### src/rtl/main_mem_initiator_pkg.sv
// Shared bus package: module-select codes, main memory geometry, initiator FSM
// states and the command word carried through the optional command queue.
package main_mem_initiator_pkg;

  localparam logic [3:0] RomEn     = 4'h0;
  localparam logic [3:0] MainMemEn = 4'h1;
  localparam logic [3:0] IoEn      = 4'h2;

  localparam int unsigned MAIN_MEM_DEPTH = 14;
  localparam int unsigned CMD_W          = 269;

  typedef enum logic [1:0] {
    IDLE = 2'd0,
    BUS  = 2'd1,
    RESP = 2'd2
  } state_e;

  typedef struct packed {
    logic         write;
    logic [11:0]  offset;
    logic [255:0] wdata;
  } cmd_t;

  function automatic logic offset_in_range(input logic [11:0] offset, input int unsigned depth);
    return 32'(offset) < depth;
  endfunction

endpackage

### src/rtl/main_mem_initiator_cmd_fifo2.sv
// Two-entry command FIFO placed ahead of the initiator FSM when the command
// queue is enabled; push and pop may happen on the same edge.
module cmd_fifo2
  import main_mem_initiator_pkg::*;
(
  input  logic clk,
  input  logic n_reset,
  input  logic push,
  input  cmd_t push_data,
  output logic full,
  input  logic pop,
  output logic head_valid,
  output cmd_t head_data
);

  cmd_t       mem_q [2];
  cmd_t       mem_d [2];
  logic [1:0] count_q, count_d;
  logic       wr_ptr_q, wr_ptr_d;
  logic       rd_ptr_q, rd_ptr_d;
  logic       do_push, do_pop;

  assign full       = (count_q == 2'd2);
  assign head_valid = (count_q != 2'd0);
  assign head_data  = mem_q[rd_ptr_q];
  assign do_push    = push && !full;
  assign do_pop     = pop && head_valid;

  always_comb begin
    mem_d    = mem_q;
    wr_ptr_d = wr_ptr_q;
    rd_ptr_d = rd_ptr_q;
    if (do_push) begin
      mem_d[wr_ptr_q] = push_data;
      wr_ptr_d        = ~wr_ptr_q;
    end else begin
      wr_ptr_d = wr_ptr_q;
    end
    if (do_pop) begin
      rd_ptr_d = ~rd_ptr_q;
    end else begin
      rd_ptr_d = rd_ptr_q;
    end
    count_d = count_q + {1'b0, do_push} - {1'b0, do_pop};
  end

  always_ff @(posedge clk or negedge n_reset) begin
    if (!n_reset) begin
      mem_q[0] <= cmd_t'(269'd0);
      mem_q[1] <= cmd_t'(269'd0);
      count_q  <= 2'd0;
      wr_ptr_q <= 1'b0;
      rd_ptr_q <= 1'b0;
    end else begin
      mem_q    <= mem_d;
      count_q  <= count_d;
      wr_ptr_q <= wr_ptr_d;
      rd_ptr_q <= rd_ptr_d;
    end
  end

endmodule

### src/rtl/main_mem_initiator.sv
// CPU-side initiator for main memory: one strobe cycle per command, one response
// pulse per command. Define MAIN_MEM_INIT_QUEUE_EN to add a 2-entry command FIFO.
module main_mem_initiator
  import main_mem_initiator_pkg::*;
#(
  parameter int unsigned DEPTH = MAIN_MEM_DEPTH
) (
  input  logic         Clk,
  input  logic         nReset,
  input  logic         req_valid,
  output logic         req_ready,
  input  logic         req_write,
  input  logic [11:0]  req_offset,
  input  logic [255:0] req_wdata,
  output logic         rsp_valid,
  output logic [255:0] rsp_rdata,
  output logic         rsp_err,
  output logic         nRead,
  output logic         nWrite,
  output logic [15:0]  address,
  output logic [255:0] BusDataOut,
  input  logic [255:0] BusDataIn
);

  localparam logic [3:0] MEM_SEL = MainMemEn;

  state_e       state_q, state_d;
  logic         nread_q, nread_d, nwrite_q, nwrite_d;
  logic [15:0]  address_q, address_d;
  logic [255:0] bus_dout_q, bus_dout_d;
  logic [255:0] rsp_rdata_q, rsp_rdata_d;
  logic         rsp_valid_q, rsp_valid_d, rsp_err_q, rsp_err_d;
  logic         op_write_q, op_write_d, op_err_q, op_err_d;
  logic         cmd_valid, launch, launch_err;
  cmd_t         cmd;

  assign launch     = cmd_valid && ((state_q == IDLE) || (state_q == RESP));
  assign launch_err = !offset_in_range(cmd.offset, DEPTH);

`ifdef MAIN_MEM_INIT_QUEUE_EN
  logic fifo_full;

  cmd_fifo2 u_cmd_fifo2 (
    .clk        (Clk),
    .n_reset    (nReset),
    .push       (req_valid),
    .push_data  ({req_write, req_offset, req_wdata}),
    .full       (fifo_full),
    .pop        (launch),
    .head_valid (cmd_valid),
    .head_data  (cmd)
  );

  assign req_ready = !fifo_full;
`else
  assign cmd_valid = req_valid;
  assign cmd       = {req_write, req_offset, req_wdata};
  assign req_ready = (state_q == IDLE) || (state_q == RESP);
`endif

  // Out-of-range commands still walk BUS->RESP so every command gets a response.
  always_comb begin
    state_d     = state_q;
    nread_d     = 1'b1;
    nwrite_d    = 1'b1;
    address_d   = address_q;
    bus_dout_d  = bus_dout_q;
    rsp_valid_d = 1'b0;
    rsp_err_d   = 1'b0;
    rsp_rdata_d = rsp_rdata_q;
    op_write_d  = op_write_q;
    op_err_d    = op_err_q;
    case (state_q)
      IDLE, RESP: begin
        if (launch) begin
          state_d    = BUS;
          address_d  = {MEM_SEL, cmd.offset};
          op_write_d = cmd.write;
          op_err_d   = launch_err;
          if (launch_err) begin
            nread_d  = 1'b1;
            nwrite_d = 1'b1;
          end else if (cmd.write) begin
            nwrite_d   = 1'b0;
            bus_dout_d = cmd.wdata;
          end else begin
            nread_d = 1'b0;
          end
        end else begin
          state_d = IDLE;
        end
      end
      BUS: begin
        state_d     = RESP;
        rsp_valid_d = 1'b1;
        rsp_err_d   = op_err_q;
        if (!op_err_q && !op_write_q) begin
          rsp_rdata_d = BusDataIn;
        end else begin
          rsp_rdata_d = rsp_rdata_q;
        end
      end
      default: begin
        state_d = IDLE;
      end
    endcase
  end

  always_ff @(posedge Clk or negedge nReset) begin
    if (!nReset) begin
      state_q     <= IDLE;
      nread_q     <= 1'b1;
      nwrite_q    <= 1'b1;
      address_q   <= 16'd0;
      bus_dout_q  <= 256'd0;
      rsp_valid_q <= 1'b0;
      rsp_err_q   <= 1'b0;
      rsp_rdata_q <= 256'd0;
      op_write_q  <= 1'b0;
      op_err_q    <= 1'b0;
    end else begin
      state_q     <= state_d;
      nread_q     <= nread_d;
      nwrite_q    <= nwrite_d;
      address_q   <= address_d;
      bus_dout_q  <= bus_dout_d;
      rsp_valid_q <= rsp_valid_d;
      rsp_err_q   <= rsp_err_d;
      rsp_rdata_q <= rsp_rdata_d;
      op_write_q  <= op_write_d;
      op_err_q    <= op_err_d;
    end
  end

  assign nRead      = nread_q;
  assign nWrite     = nwrite_q;
  assign address    = address_q;
  assign BusDataOut = bus_dout_q;
  assign rsp_valid  = rsp_valid_q;
  assign rsp_err    = rsp_err_q;
  assign rsp_rdata  = rsp_rdata_q;

endmodule

### config.mk
export PLATFORM = sky130hd
export DESIGN_NAME = main_mem_initiator
export DESIGN_NICKNAME = d
export VERILOG_FILES = /design/src/rtl/main_mem_initiator_pkg.sv /design/src/rtl/main_mem_initiator_cmd_fifo2.sv /design/src/rtl/main_mem_initiator.sv
export SDC_FILE = /design/constraint.sdc
export NUM_CORES = 1
export LEC_CHECK = 0
export BUFFER_PORTS_ARGS = -buffer_cell sky130_fd_sc_hd__buf_2
export CAP_MARGIN = 20
export CORE_AREA = 2 2 417 419
export DETAILED_ROUTE_END_ITERATION = 7
export DIE_AREA = 0 0 419 421
export GPL_TIMING_DRIVEN = 0
export MAX_ROUTING_LAYER = met4
export SKIP_CTS_REPAIR_TIMING = 1
export SLEW_MARGIN = 10
export SYNTH_ARGS = -nofsm -noshare
export SYNTH_HDL_FRONTEND = slang
export SYNTH_SLANG_ARGS = --single-unit
### constraint.sdc
create_clock -name Clk -period 2.3 [get_ports Clk]
set_input_delay 0.46 -clock Clk [delete_from_list [all_inputs] [get_ports Clk]]
set_output_delay 0.46 -clock Clk [all_outputs]
set_load 0.01 [all_outputs]
# Word-level counts from Yosys, hierarchy flattened
# Cells that the tools add are included.
[word_totals]
reg_bits = 533
latchBits = 0
ram_bits = 0
romBits = 0
input_bits = 528
output_inout_bits = 533
mem_count = 0
[classes]
addsub = 0
n_mul = 0
n_div = 0
n_lt_le_gt_ge = 1
n_eq_ne = 2
shifts = 0
n_mux = 12
bitwise_logic = 0
n_reduce_logical = 11
[ops]
columns = ["operator", "n"]
rows = [
  ["$lt A12 B4 Y1 const B", 1],
  ["$mux W1", 11],
  ["$pmux W2 S2", 1],
  ["$reduce_and A2 Y1", 2],
  ["$reduce_and A4 Y1", 1],
  ["$logic_not A1 Y1", 3],
  ["$eq A2 B1 Y1 const B", 1],
  ["$eq A2 B2 Y1 const B", 1],
  ["$logic_and A1 B1 Y1", 2],
  ["$logic_not A2 Y1", 1],
  ["$reduce_or A2 Y1", 1],
  ["$logic_or A1 B1 Y1", 1],
]

# Logic depth before layout (Yosys ltp)
# Gate-level depths: netlist of the first run.
[depth]
word_depth = 5
depth_mapped = 5
depth_no_buf = 4

# Worst setup path after synthesis of the first run
# No wires, ideal clock.
[synth_path]
kind = "input port to flip-flop"
start = "in req_offset[4]"
end = "reg bus_dout_q[0], in the netlist BusDataOut[0]"
t_arrival_ns = 2.106
path_slack_ns = 0.066
stages = 5
path_buffers = 2
cell_sequence = "or4_1 > nor4b_4 > buf_4 > buf_6 > mux2_1"
[synth_between]
elab_chain_cells = 2
[synth_rtl]
columns = ["item", "line", "text"]
rows = [
  ["start: declaration", "main_mem_initiator.sv:13", "input logic [11:0] req_offset,"],
  ["$lt A12 B4 Y1", "main_mem_initiator_pkg.sv:25", "return 32'(offset) < depth;"],
  ["$reduce_and A4 Y1 (no line)", "n/a", ""],
  ["end signal: assignment", "main_mem_initiator.sv:126", "bus_dout_q <= bus_dout_d;"],
  ["end: declaration", "main_mem_initiator.sv:30", "logic [255:0] bus_dout_q, bus_dout_d;"],
]
# No other way between the ends.
# A chain may end at the register's enable or synchronous reset.

# Worst setup path after layout of the first run
[layout_path]
start = "reg state_q[0]"
end = "reg bus_dout_q[9], in the netlist BusDataOut[9]"
[layout_between]
elab_chain_cells = 4
word_cells_on_any_way = 6
cone_classes = "eq/ne (1); reduce/logical (5)"
[layout_rtl]
columns = ["item", "line", "text"]
rows = [
  ["start: declaration", "main_mem_initiator.sv:27", "state_e state_q, state_d;"],
  ["start signal: assignment", "main_mem_initiator.sv:122", "state_q <= state_d;"],
  ["$eq A2 B2 Y1 or $logic_not A2 Y1 (tied branches)", "main_mem_initiator.sv:37, main_mem_initiator.sv:73", ""],
  ["$logic_or A1 B1 Y1", "main_mem_initiator.sv:37", "assign launch = cmd_valid && ((state_q == IDLE) || (state_q == RESP));"],
  ["$logic_and A1 B1 Y1", "main_mem_initiator.sv:37", ""],
  ["$reduce_and A4 Y1 (no line) *", "n/a", ""],
]
# Every way passes the cells marked *; elsewhere a longest branch is shown, timed or not.

==> results.sh, run 1 <==
export IMPL_status="complete, but fails checks"
export IMPL_violations="hold timing"
export IMPL_synth_top_cell_area_share_pct=67.02
export IMPL_hold_viol=73
export IMPL_synth_edf_count=0
export IMPL_areaGrowthSynthToFinish_pct=76.19
export IMPL_power_density_nw_per_um2=719.9
export IMPL_die_h_um=421
export IMPL_nFillCells=18740
export IMPL_coreArea_um2=172500
export IMPL_globalplace_congestion=0.9078
export IMPL_die_w_um=419
export IMPL_worstSetupPathType="reg2reg"
export IMPL_final_period_utilization_pct=94.20
export IMPL_post_drt_via_cell_ratio=3.237
export IMPL_grt_max_degree=102
export IMPL_fmax_mhz=461.6
export IMPL_reg2reg_to="BusDataOut[9]"
export IMPL_ys_seq_elements=532
export IMPL_min_path_type="in2async"
export IMPL_synthArstFlopShare_pct=100.0
export IMPL_yosys_area_top_type="dfrtp_1"
export IMPL_path_max_fanout=10
export IMPL_cts_root_buf="clkbuf_16"
export IMPL_antenna_found_initial=73
export IMPL_rows=153
export IMPL_tightestPinTransition_ns=0.6123
export IMPL_mappedNetlistArea_um2=19790
export IMPL_vdd_drop_max_mv=0.5209
export IMPL_num_io_pins=1061
export IMPL_dieArea_um2=176400
export IMPL_nets=3242
export IMPL_drt_wirelength_per_cell_um=22.55
export IMPL_cts_tree="yes"
export IMPL_io_buffers=1057
export IMPL_regArea_um2=13320
export IMPL_ys_flop_type="dfrtp_1"
export IMPL_pre_cts_slack_ns=-0.9139
export IMPL_yosysWarnings=0
export IMPL_setup_worst_path_start_class="register"
export IMPL_rrSetupSlack_ns=0.13
export IMPL_grt_pass1_wl_um=144700
export IMPL_ys_types=23
export IMPL_start_util_pct=11.47
export IMPL_finClkSkew_ns=0.03811
export IMPL_drc_errors=0
export IMPL_via_count=16570
export IMPL_cp_end_kind="register"
export IMPL_cts_htree_levels=3
export IMPL_critPathArrivalTime_ns=2.70
export IMPL_multiInputGateArea_um2=6038
export IMPL_yosysSeqAreaShare_pct=67.29
export IMPL_drive_gt1_share_pct=55.09
export IMPL_cp_required_ns=2.84
export IMPL_period_minus_slack_ns=2.167
export IMPL_clock_path_buffers=3
export IMPL_grt_pass1_vias=15220
export IMPL_dr_pass1_iters=5
export IMPL_setup_viol=0
export IMPL_cts_sinks=532
export IMPL_fin_setup_tns_ns=0
export IMPL_slew_viol_final=0
export IMPL_gr_total_overflow=0
export IMPL_ant_nets=0
export IMPL_crit_reg2reg_launch="state_q[0]"
export IMPL_dp_hpwl_um=94730
export IMPL_clkSlewWorstSetupHoldPaths_ns=0.06
export IMPL_routed_wl_um=115400
export IMPL_layout_setup_ws_ns=0.1335
export IMPL_r2r_cells=6
export IMPL_drt_iter0_markers=744
export IMPL_slew_headroom_pct=59.18
export IMPL_cts_buffers=71
export IMPL_synth_area_per_cell_um2=17.06
export IMPL_synth_cells=1160
export IMPL_ys_top_cells_by_area="dfrtp_1 67%, mux2_2 16%, mux2_1 13%, buf_6 1.1%, nand2_1 0.72%"
export IMPL_holdWs_ns=-0.2300
export IMPL_leakagePower_nw=18.47
export IMPL_grt_usage_pct=12.74
export IMPL_insertion_delay_ns=0.68
export IMPL_maxCapViolCount=0
export IMPL_rsz0062_at_grt="false"
[per-stage QoR]
step                      area [µm²]  power [mW]  utilization, %  hold WS (ns)  instances
after CTS                      30580       25.02           17.73       -0.2906       4677
after detailed placement       28160       13.10           16.33        0.4576       4550
after global placement         27990       13.06           16.23        0.4465       4544
final                          34860       25.10           20.21       -0.2300       5119
after floorplan                19800       11.14               -        0.1644       1162
after global routing           34850       26.23           20.20       -0.2507       5112
[cells by family (layout without fill, tap and decap cells)]
family | after synthesis | count (layout) | share of synthesized area, %
AOI/OAI and AO/OA | 1 | 1 | 0.03795
buffers and inverters | 64 | 1670 | 2.308
DFF | 532 | 532 | 67.29
muxes | 512 | 512 | 29.14
other | 1 | 29 | 0.01895
and+or+nand+nor | 50 | 50 | 1.208
[per-layer routing]
metal | track usage [%] | share of wire, % | vias to the layer above
li1 | - | - | 7225
met1 | 13.98 | 38 | 8406
met2 | 20.99 | 49 | 725
met3 | 5.289 | 9.7 | 215
met4 | 3.700 | 3.2 | 0
met5 | - | 0 | -
[how the worst max path moves through the flow]
stage / from / endpoint / slack, ns / cells after the start
6_report: state_q[0] / BusDataOut[9] / 0.13 / 6
5_1_grt: state_q[0] / BusDataOut[155] / 0.02 / 6
3_5_place_dp: req_offset[4] / BusDataOut[1] / -0.91 / 6
2_1_floorplan: req_offset[4] / BusDataOut[0] / 0.07 / 5
4_1_cts: state_q[0] / rsp_rdata[197] / -0.67 / 6
3_3_place_gp: nReset / rsp_rdata[81] / -11.33 / 1
[synthesized netlist by cell type, types with 2 or more instances]
cell / instances
dfrtp_1: 530
mux2_2: 283
mux2_1: 229
nand2_1: 38
buf_2: 26
buf_6: 20
buf_4: 9
clkbuf_1: 5
inv_1: 3
dfstp_2: 2
nand2b_1: 2
or4_1: 2
[cell type report]
class                   instances  share of cell area, %
inverters                       3                0.03230
repair buffers               1479                  27.55
clock inverters                32                  1.310
plain buffers                  61                  1.428
diodes                         26                 0.1866
multi-input cells             566                  17.32
flip-flops and latches        532                  38.19
clock buffers                  95                  5.641
well taps                    2325                  8.344
[critical path, stage by stage, from the launching register on]
cell      delay, ns
dfrtp_1        0.38
nand3b_1       0.24
nor4b_4        0.27
buf_4          0.22
buf_8          0.25
buf_6          0.24
mux2_1         0.35
[power breakdown]
group / switching, mW / internal (mW) / leakage (nW)
Clock: 4.79 / 6.80 / 1.18
Combinational: 1.65 / 1.57 / 10.1
Sequential: 0.355 / 9.93 / 7.21
[cells in the final DEF (no fill, tap or decap), drive strengths merged]
cell	netlist	routed
and2	1	1
buf	56	1118
bufinv	0	6
clkbuf	5	103
clkinv	0	17
clkinvlp	0	2
conb	1	3
dfrtp	530	530
dfstp	2	2
diode	0	26
dlygate4sd3	0	414
inv	3	10
mux2	512	512
nand2	38	38
nand2b	2	2
nand3	1	1
nand3b	1	1
nor2	1	1
nor4	1	1
nor4b	1	1
o21a	1	1
or2	1	1
or4	2	2
or4b	1	1
Note: power is estimated with default switching activity, not from simulation.
==> run 2: changes to the inputs <==
--- a/config.mk
+++ b/config.mk
@@ -7,9 +7,10 @@
 export LEC_CHECK = 0
 export BUFFER_PORTS_ARGS = -buffer_cell sky130_fd_sc_hd__buf_2
 export CAP_MARGIN = 20
-export CORE_AREA = 2 2 417 419
+export CORE_AREA = 2 2 413 415
+export CTS_BUF_LIST = sky130_fd_sc_hd__clkbuf_4 sky130_fd_sc_hd__clkbuf_8
 export DETAILED_ROUTE_END_ITERATION = 7
-export DIE_AREA = 0 0 419 421
+export DIE_AREA = 0 0 415 417
 export GPL_TIMING_DRIVEN = 0
 export MAX_ROUTING_LAYER = met4
 export SKIP_CTS_REPAIR_TIMING = 1
==> run 2 against run 1 <==
Against the previous run:
- the flow now finishes without violations
- clock skew fell by 0.010 ns
- via count rose by 5.4%
- clock power fell by 10%
- combinational power rose by 6%
- maximum frequency fell by 4.9%
- non-clock buffer count rose by 107
- largest cell class unchanged
==> results.sh, run 2 (synthesis gave the netlist of run 1 again) <==
export IMPL_cts_htree_levels=3
export IMPL_vdd_drop_max_mv=0.3866
export IMPL_mostFrequentLayoutCells="1078 x buf_2, 530 x dfrtp_1, 522 x dlygate4sd3_1, 283 x mux2_2, 229 x mux2_1"
export IMPL_areaGrowthSynthToFinish_pct=79.70
export IMPL_ant_nets=0
export IMPL_grt_max_degree=109
export IMPL_clkSlewWorstSetupHoldPaths_ns=0.07
export IMPL_final_period_utilization_pct=99.06
export IMPL_hold_viol=0
export IMPL_finClkSkew_ns=0.02802
export IMPL_fin_setup_tns_ns=0
export IMPL_cts_buffers=100
export IMPL_max_stage_delay_ns=0.39
export IMPL_start_util_pct=11.74
export IMPL_power_density_nw_per_um2=676.2
export IMPL_cts_sinks=532
export IMPL_via_count=17470
export IMPL_slowest_stage="dfrtp_1"
export IMPL_finalNonFillerCells=5170
export IMPL_globalplace_congestion=0.9569
export IMPL_drive_gt1_share_pct=54.31
export IMPL_gr_total_overflow=0
export IMPL_cts_root_buf="clkbuf_8"
export IMPL_setup_viol=0
export IMPL_grt_pass1_wl_um=142000
export IMPL_maxCapViolCount=0
export IMPL_cp_end_kind="register"
export IMPL_worstSetupPathType="reg2reg"
export IMPL_slew_viol_final=0
export IMPL_p_comb_share_pct=14.2
export IMPL_dr_pass1_iters=5
export IMPL_drc_errors=0
export IMPL_dp_cells=4443
export IMPL_power_switching_mw=6.690
export IMPL_drt_wirelength_per_cell_um=22.03
export IMPL_path_max_fanout=10
export IMPL_dieArea_um2=173100
export IMPL_swShare_pct=27.82
export IMPL_io_buffers=1057
export IMPL_final_common_cell="buf_2"
export IMPL_critPathArrivalTime_ns=2.95
export IMPL_coreArea_um2=168500
export IMPL_insertion_delay_ns=0.80
export IMPL_num_io_pins=1061
export IMPL_routed_wl_um=113900
export IMPL_fmax_mhz=438.9
export IMPL_nFillCells=18180
export IMPL_pre_cts_slack_ns=-0.9527
export IMPL_leakagePower_nw=18.88
export IMPL_antenna_found_initial=44
export IMPL_tightestPinTransition_ns=0.7470
export IMPL_grt_pass1_vias=15690
export IMPL_drt_iter0_markers=875
export IMPL_clock_path_buffers=3
export IMPL_cts_tree="yes"
export IMPL_holdWs_ns=0.06686
export IMPL_p_clk_share_pct=43.2
export IMPL_dp_hpwl_um=92050
export IMPL_period_minus_slack_ns=2.278
export IMPL_status="finished, final reports clean"
export IMPL_path_cells="nand3b_1 -> nor4b_4 -> buf_12 -> buf_4 -> buf_6 -> mux2_1"
export IMPL_cp_required_ns=2.97
export IMPL_layout_setup_ws_ns=0.02155
export IMPL_p_seq_share_pct=42.7
export IMPL_min_path_type="in2reg"
export IMPL_power_internal_mw=17.36
export IMPL_nets=3378
export IMPL_slew_headroom_pct=50.20
export IMPL_setup_worst_path_start_class="register"
export IMPL_rsz0062_at_grt="true"
export IMPL_rows=151
export IMPL_die_w_um=415
export IMPL_post_drt_via_cell_ratio=3.379
export IMPL_die_h_um=417
export IMPL_grt_usage_pct=12.56
run 2: power by group through the flow:
stage	Clock, mW	Combinational [mW]	Sequential [mW]
floorplan	0	0.496	10.6
global placement	0	2.64	10.4
detailed placement	0	2.68	10.4
CTS	10.8	2.69	10.3
global route	11.2	3.67	10.3
finish	10.4	3.41	10.3
run 2: final timing paths:
path	cells past startpoint	start	slack [ns]	to
worst max register to register	6	state_q[0]	0.02	BusDataOut[134]
max in group asynchronous	4	nReset	0.57	rsp_rdata[35]
worst max-delay path	6	state_q[0]	0.02	BusDataOut[134]
worst min register to register	1	address[12]	0.48	address[12]
worst min-delay path	2	BusDataIn[136]	0.07	rsp_rdata[136]
min in group asynchronous	2	nReset	0.14	BusDataOut[186]
run 2: final cells by class:
class                   instances  area [µm²]  share of cell area (%)
flip-flops and latches        532       13320                   37.45
repair buffers               1586       10710                   30.12
multi-input cells             566        6030                   16.96
well taps                    2218        2775                   7.804
clock buffers                 146        1847                   5.194
plain buffers                  61       464.2                   1.305
clock inverters                32       341.6                  0.9606
diodes                         26       65.06                  0.1830
inverters                       3       11.26                 0.03167
run 2: worst max-delay path, delay by kind of cell, from the launching register on:
| family | cells | cell delay, ns |
|---|---|---|
| and+or+nand+nor | 2 | 0.60 |
| DFF | 1 | 0.39 |
| buffers and inverters | 3 | 0.75 |
| muxes | 1 | 0.35 |
run 2: per-stage QoR:
| stage | util [%] | total power, mW | instance area, µm² |
|---|---|---|---|
| 6_report | 21.10 | 24.05 | 35560 |
| 5_1_grt | 21.08 | 25.23 | 35530 |
| 4_1_cts | 17.94 | 23.78 | 30230 |
| 3_5_place_dp | 16.64 | 13.10 | 28040 |
| 3_3_place_gp | 16.53 | 13.03 | 27860 |
| 2_1_floorplan | - | 11.14 | 19800 |
run 2: per-layer routing:
metal / part of all wire [%] / routed length (µm) / global-route usage [%]
met1: 38 / 43660 / 14.05
met2: 48 / 55040 / 20.12
met3: 9.9 / 11330 / 5.333
met4: 3.4 / 3897 / 4.145
met5: 0 / 0 / -
==> run 3: changes to the inputs <==
--- a/config.mk
+++ b/config.mk
@@ -5,12 +5,12 @@
 export SDC_FILE = /design/constraint.sdc
 export NUM_CORES = 1
 export LEC_CHECK = 0
-export BUFFER_PORTS_ARGS = -buffer_cell sky130_fd_sc_hd__buf_2
 export CAP_MARGIN = 20
-export CORE_AREA = 2 2 413 415
+export CORE_AREA = 2 2 408 410
 export CTS_BUF_LIST = sky130_fd_sc_hd__clkbuf_4 sky130_fd_sc_hd__clkbuf_8
 export DETAILED_ROUTE_END_ITERATION = 7
-export DIE_AREA = 0 0 415 417
+export DIE_AREA = 0 0 410 412
+export DONT_BUFFER_PORTS = 1
 export GPL_TIMING_DRIVEN = 0
 export MAX_ROUTING_LAYER = met4
 export SKIP_CTS_REPAIR_TIMING = 1
==> run 3 against run 2 <==
Against the previous run:
- the run now ends with hold timing, setup timing left
- design area fell by 14%
- critical endpoint is now nRead
- sequential power rose by 7%
- combinational power fell by 56%
- sequential share of layout area rose by 6.1 points
- maximum frequency fell by 3.7%
- global-route usage rose by 0.69 points
- highest routed layer unchanged
- first-iteration DRC count fell by 18%
- via count fell by 22%
- register-to-register slack improved by 0.09 ns
==> results.sh, run 3 (synthesis gave the netlist of run 1 again) <==
export IMPL_p_clk_share_pct=45.9
export IMPL_grt_usage_pct=13.25
export IMPL_drc_errors=0
export IMPL_cp_required_ns=3.09
export IMPL_dp_cells=3352
export IMPL_rows=149
export IMPL_ant_nets=0
export IMPL_cp_end_kind="register"
export IMPL_cts_root_buf="clkbuf_8"
export IMPL_holdWs_ns=-0.6799
export IMPL_die_w_um=410
export IMPL_layout_setup_ws_ns=-0.06514
export IMPL_max_stage_delay_ns=0.63
export IMPL_cts_buffers=99
export IMPL_power_total_mw=23.09
export IMPL_power_switching_mw=6.162
export IMPL_rrSetupSlack_ns=0.11
export IMPL_dieArea_um2=168900
export IMPL_cp_common_cell="dlygate4sd3_1"
export IMPL_vdd_drop_max_mv=0.4097
export IMPL_antenna_found_initial=171
export IMPL_slew_viol_final=0
export IMPL_via_count=13620
export IMPL_mostFrequentLayoutCells="530 x dfrtp_1, 530 x dlygate4sd3_1, 283 x mux2_2, 229 x mux2_1, 129 x clkbuf_8"
export IMPL_post_drt_via_cell_ratio=3.249
export IMPL_final_period_utilization_pct=102.8
export IMPL_maxCapViolCount=0
export IMPL_slowest_stage="or4b_2"
export IMPL_period_minus_slack_ns=2.365
export IMPL_critPathArrivalTime_ns=3.16
export IMPL_path_max_fanout=2
export IMPL_grt_pass1_wl_um=137100
export IMPL_insertion_delay_ns=0.86
export IMPL_cts_htree_levels=3
export IMPL_tightestPinTransition_ns=1.238
export IMPL_cts_tree="yes"
export IMPL_setup_viol=2
export IMPL_leakagePower_nw=14.01
export IMPL_cts_sinks=532
export IMPL_dr_pass1_iters=4
export IMPL_min_path_type="in2async"
export IMPL_drt_wirelength_per_cell_um=27.86
export IMPL_violations="hold timing, setup timing"
export IMPL_clock_path_buffers=3
export IMPL_coreArea_um2=164200
export IMPL_power_internal_mw=16.92
export IMPL_finalNonFillerCells=4191
export IMPL_setup_worst_path_start_class="input port"
export IMPL_routed_wl_um=116800
export IMPL_die_h_um=412
export IMPL_grt_max_degree=533
export IMPL_drt_iter0_markers=720
export IMPL_nets=2323
export IMPL_slew_headroom_pct=17.47
export IMPL_worstSetupPathType="in2reg"
export IMPL_clkSlewWorstSetupHoldPaths_ns=0.07
export IMPL_globalplace_congestion=0.8719
export IMPL_areaGrowthSynthToFinish_pct=54.47
export IMPL_grt_pass1_vias=11420
export IMPL_drive_gt1_share_pct=28.27
export IMPL_cp_top_family="simple AND/OR/NAND/NOR gates"
export IMPL_num_io_pins=1061
export IMPL_hold_viol=532
export IMPL_fmax_mhz=422.8
export IMPL_power_density_nw_per_um2=755.2
export IMPL_status="complete, but fails checks"
export IMPL_dp_hpwl_um=96940
export IMPL_start_util_pct=12.05
export IMPL_io_buffers=0
export IMPL_p_comb_share_pct=6.5
export IMPL_gr_total_overflow=0
export IMPL_finClkSkew_ns=0.07874
export IMPL_path_cells="dlygate4sd3_1 -> or4_1 -> dlygate4sd3_1 -> or4b_2 -> or2_2"
export IMPL_path_buf_inv=2
export IMPL_p_seq_share_pct=47.7
export IMPL_swShare_pct=26.69
[run 3: cell count changes in the layout (fill, tap and decap cells not counted), sizes merged, moves of 4 or more]
cell / change
dlygate4sd3: +8
inv: +4
clkbuf: +18
clkinv: -12
diode: +101
buf: -1068
[run 3: layout make-up]
type	count	area, µm²
Clock inverter	23	294.0
Inverter	3	11.26
Fill cell	17600	133700
Multi-Input combinational cell	566	6038
Sequential cell	532	13320
Timing Repair Buffer	532	5333
Buffer	61	525.5
Clock buffer	158	1993
Antenna cell	127	317.8
Tap cell	2189	2739
[run 3: final timing paths]
check	startpoint	cells after the start	to
max	req_offset[7]	5	nRead
min	nReset	0	BusDataOut[109]
max reg2reg	state_q[0]	6	BusDataOut[150]
min reg2reg	address[2]	2	address[2]
max in group asynchronous	nReset	0	rsp_rdata[237]
min in group Clk	req_offset[2]	3	nRead
[run 3: metrics by stage]
stage	setup slack (ns)	hold WS [ns]	util, %	cell area, µm²	setup TNS [ns]
4_1_cts	-0.7873	-0.8152	15.12	24840	-214.77
5_1_grt	-0.01051	-0.7662	18.58	30520	-0.02823
3_3_place_gp	-1.894	0.1766	13.72	22530	-635.83
3_5_place_dp	-1.128	0.1765	13.73	22550	-340.06
6_report	-0.06514	-0.6799	18.61	30570	-0.06952
2_1_floorplan	0.06626	0.1644	-	19800	0
[run 3: layer usage]
layer / up-vias / global-route usage [%] / wire (µm)
li1: 5571 / - / -
met1: 7017 / 11.38 / 40080
met2: 835 / 21.14 / 56580
met3: 193 / 11.68 / 16980
met4: 0 / 3.689 / 3143
met5: - / - / 0
[run 3: power by group through the flow]
stage          sequential, mW  combinational, mW  clock (mW)
2_1_floorplan            10.6              0.496           0
3_3_place_gp             11.2              0.530           0
3_5_place_dp             11.2              0.556           0
4_1_cts                  11.1              0.559        11.0
5_1_grt                  11.1               1.59        11.4
6_report                 11.0               1.50        10.6
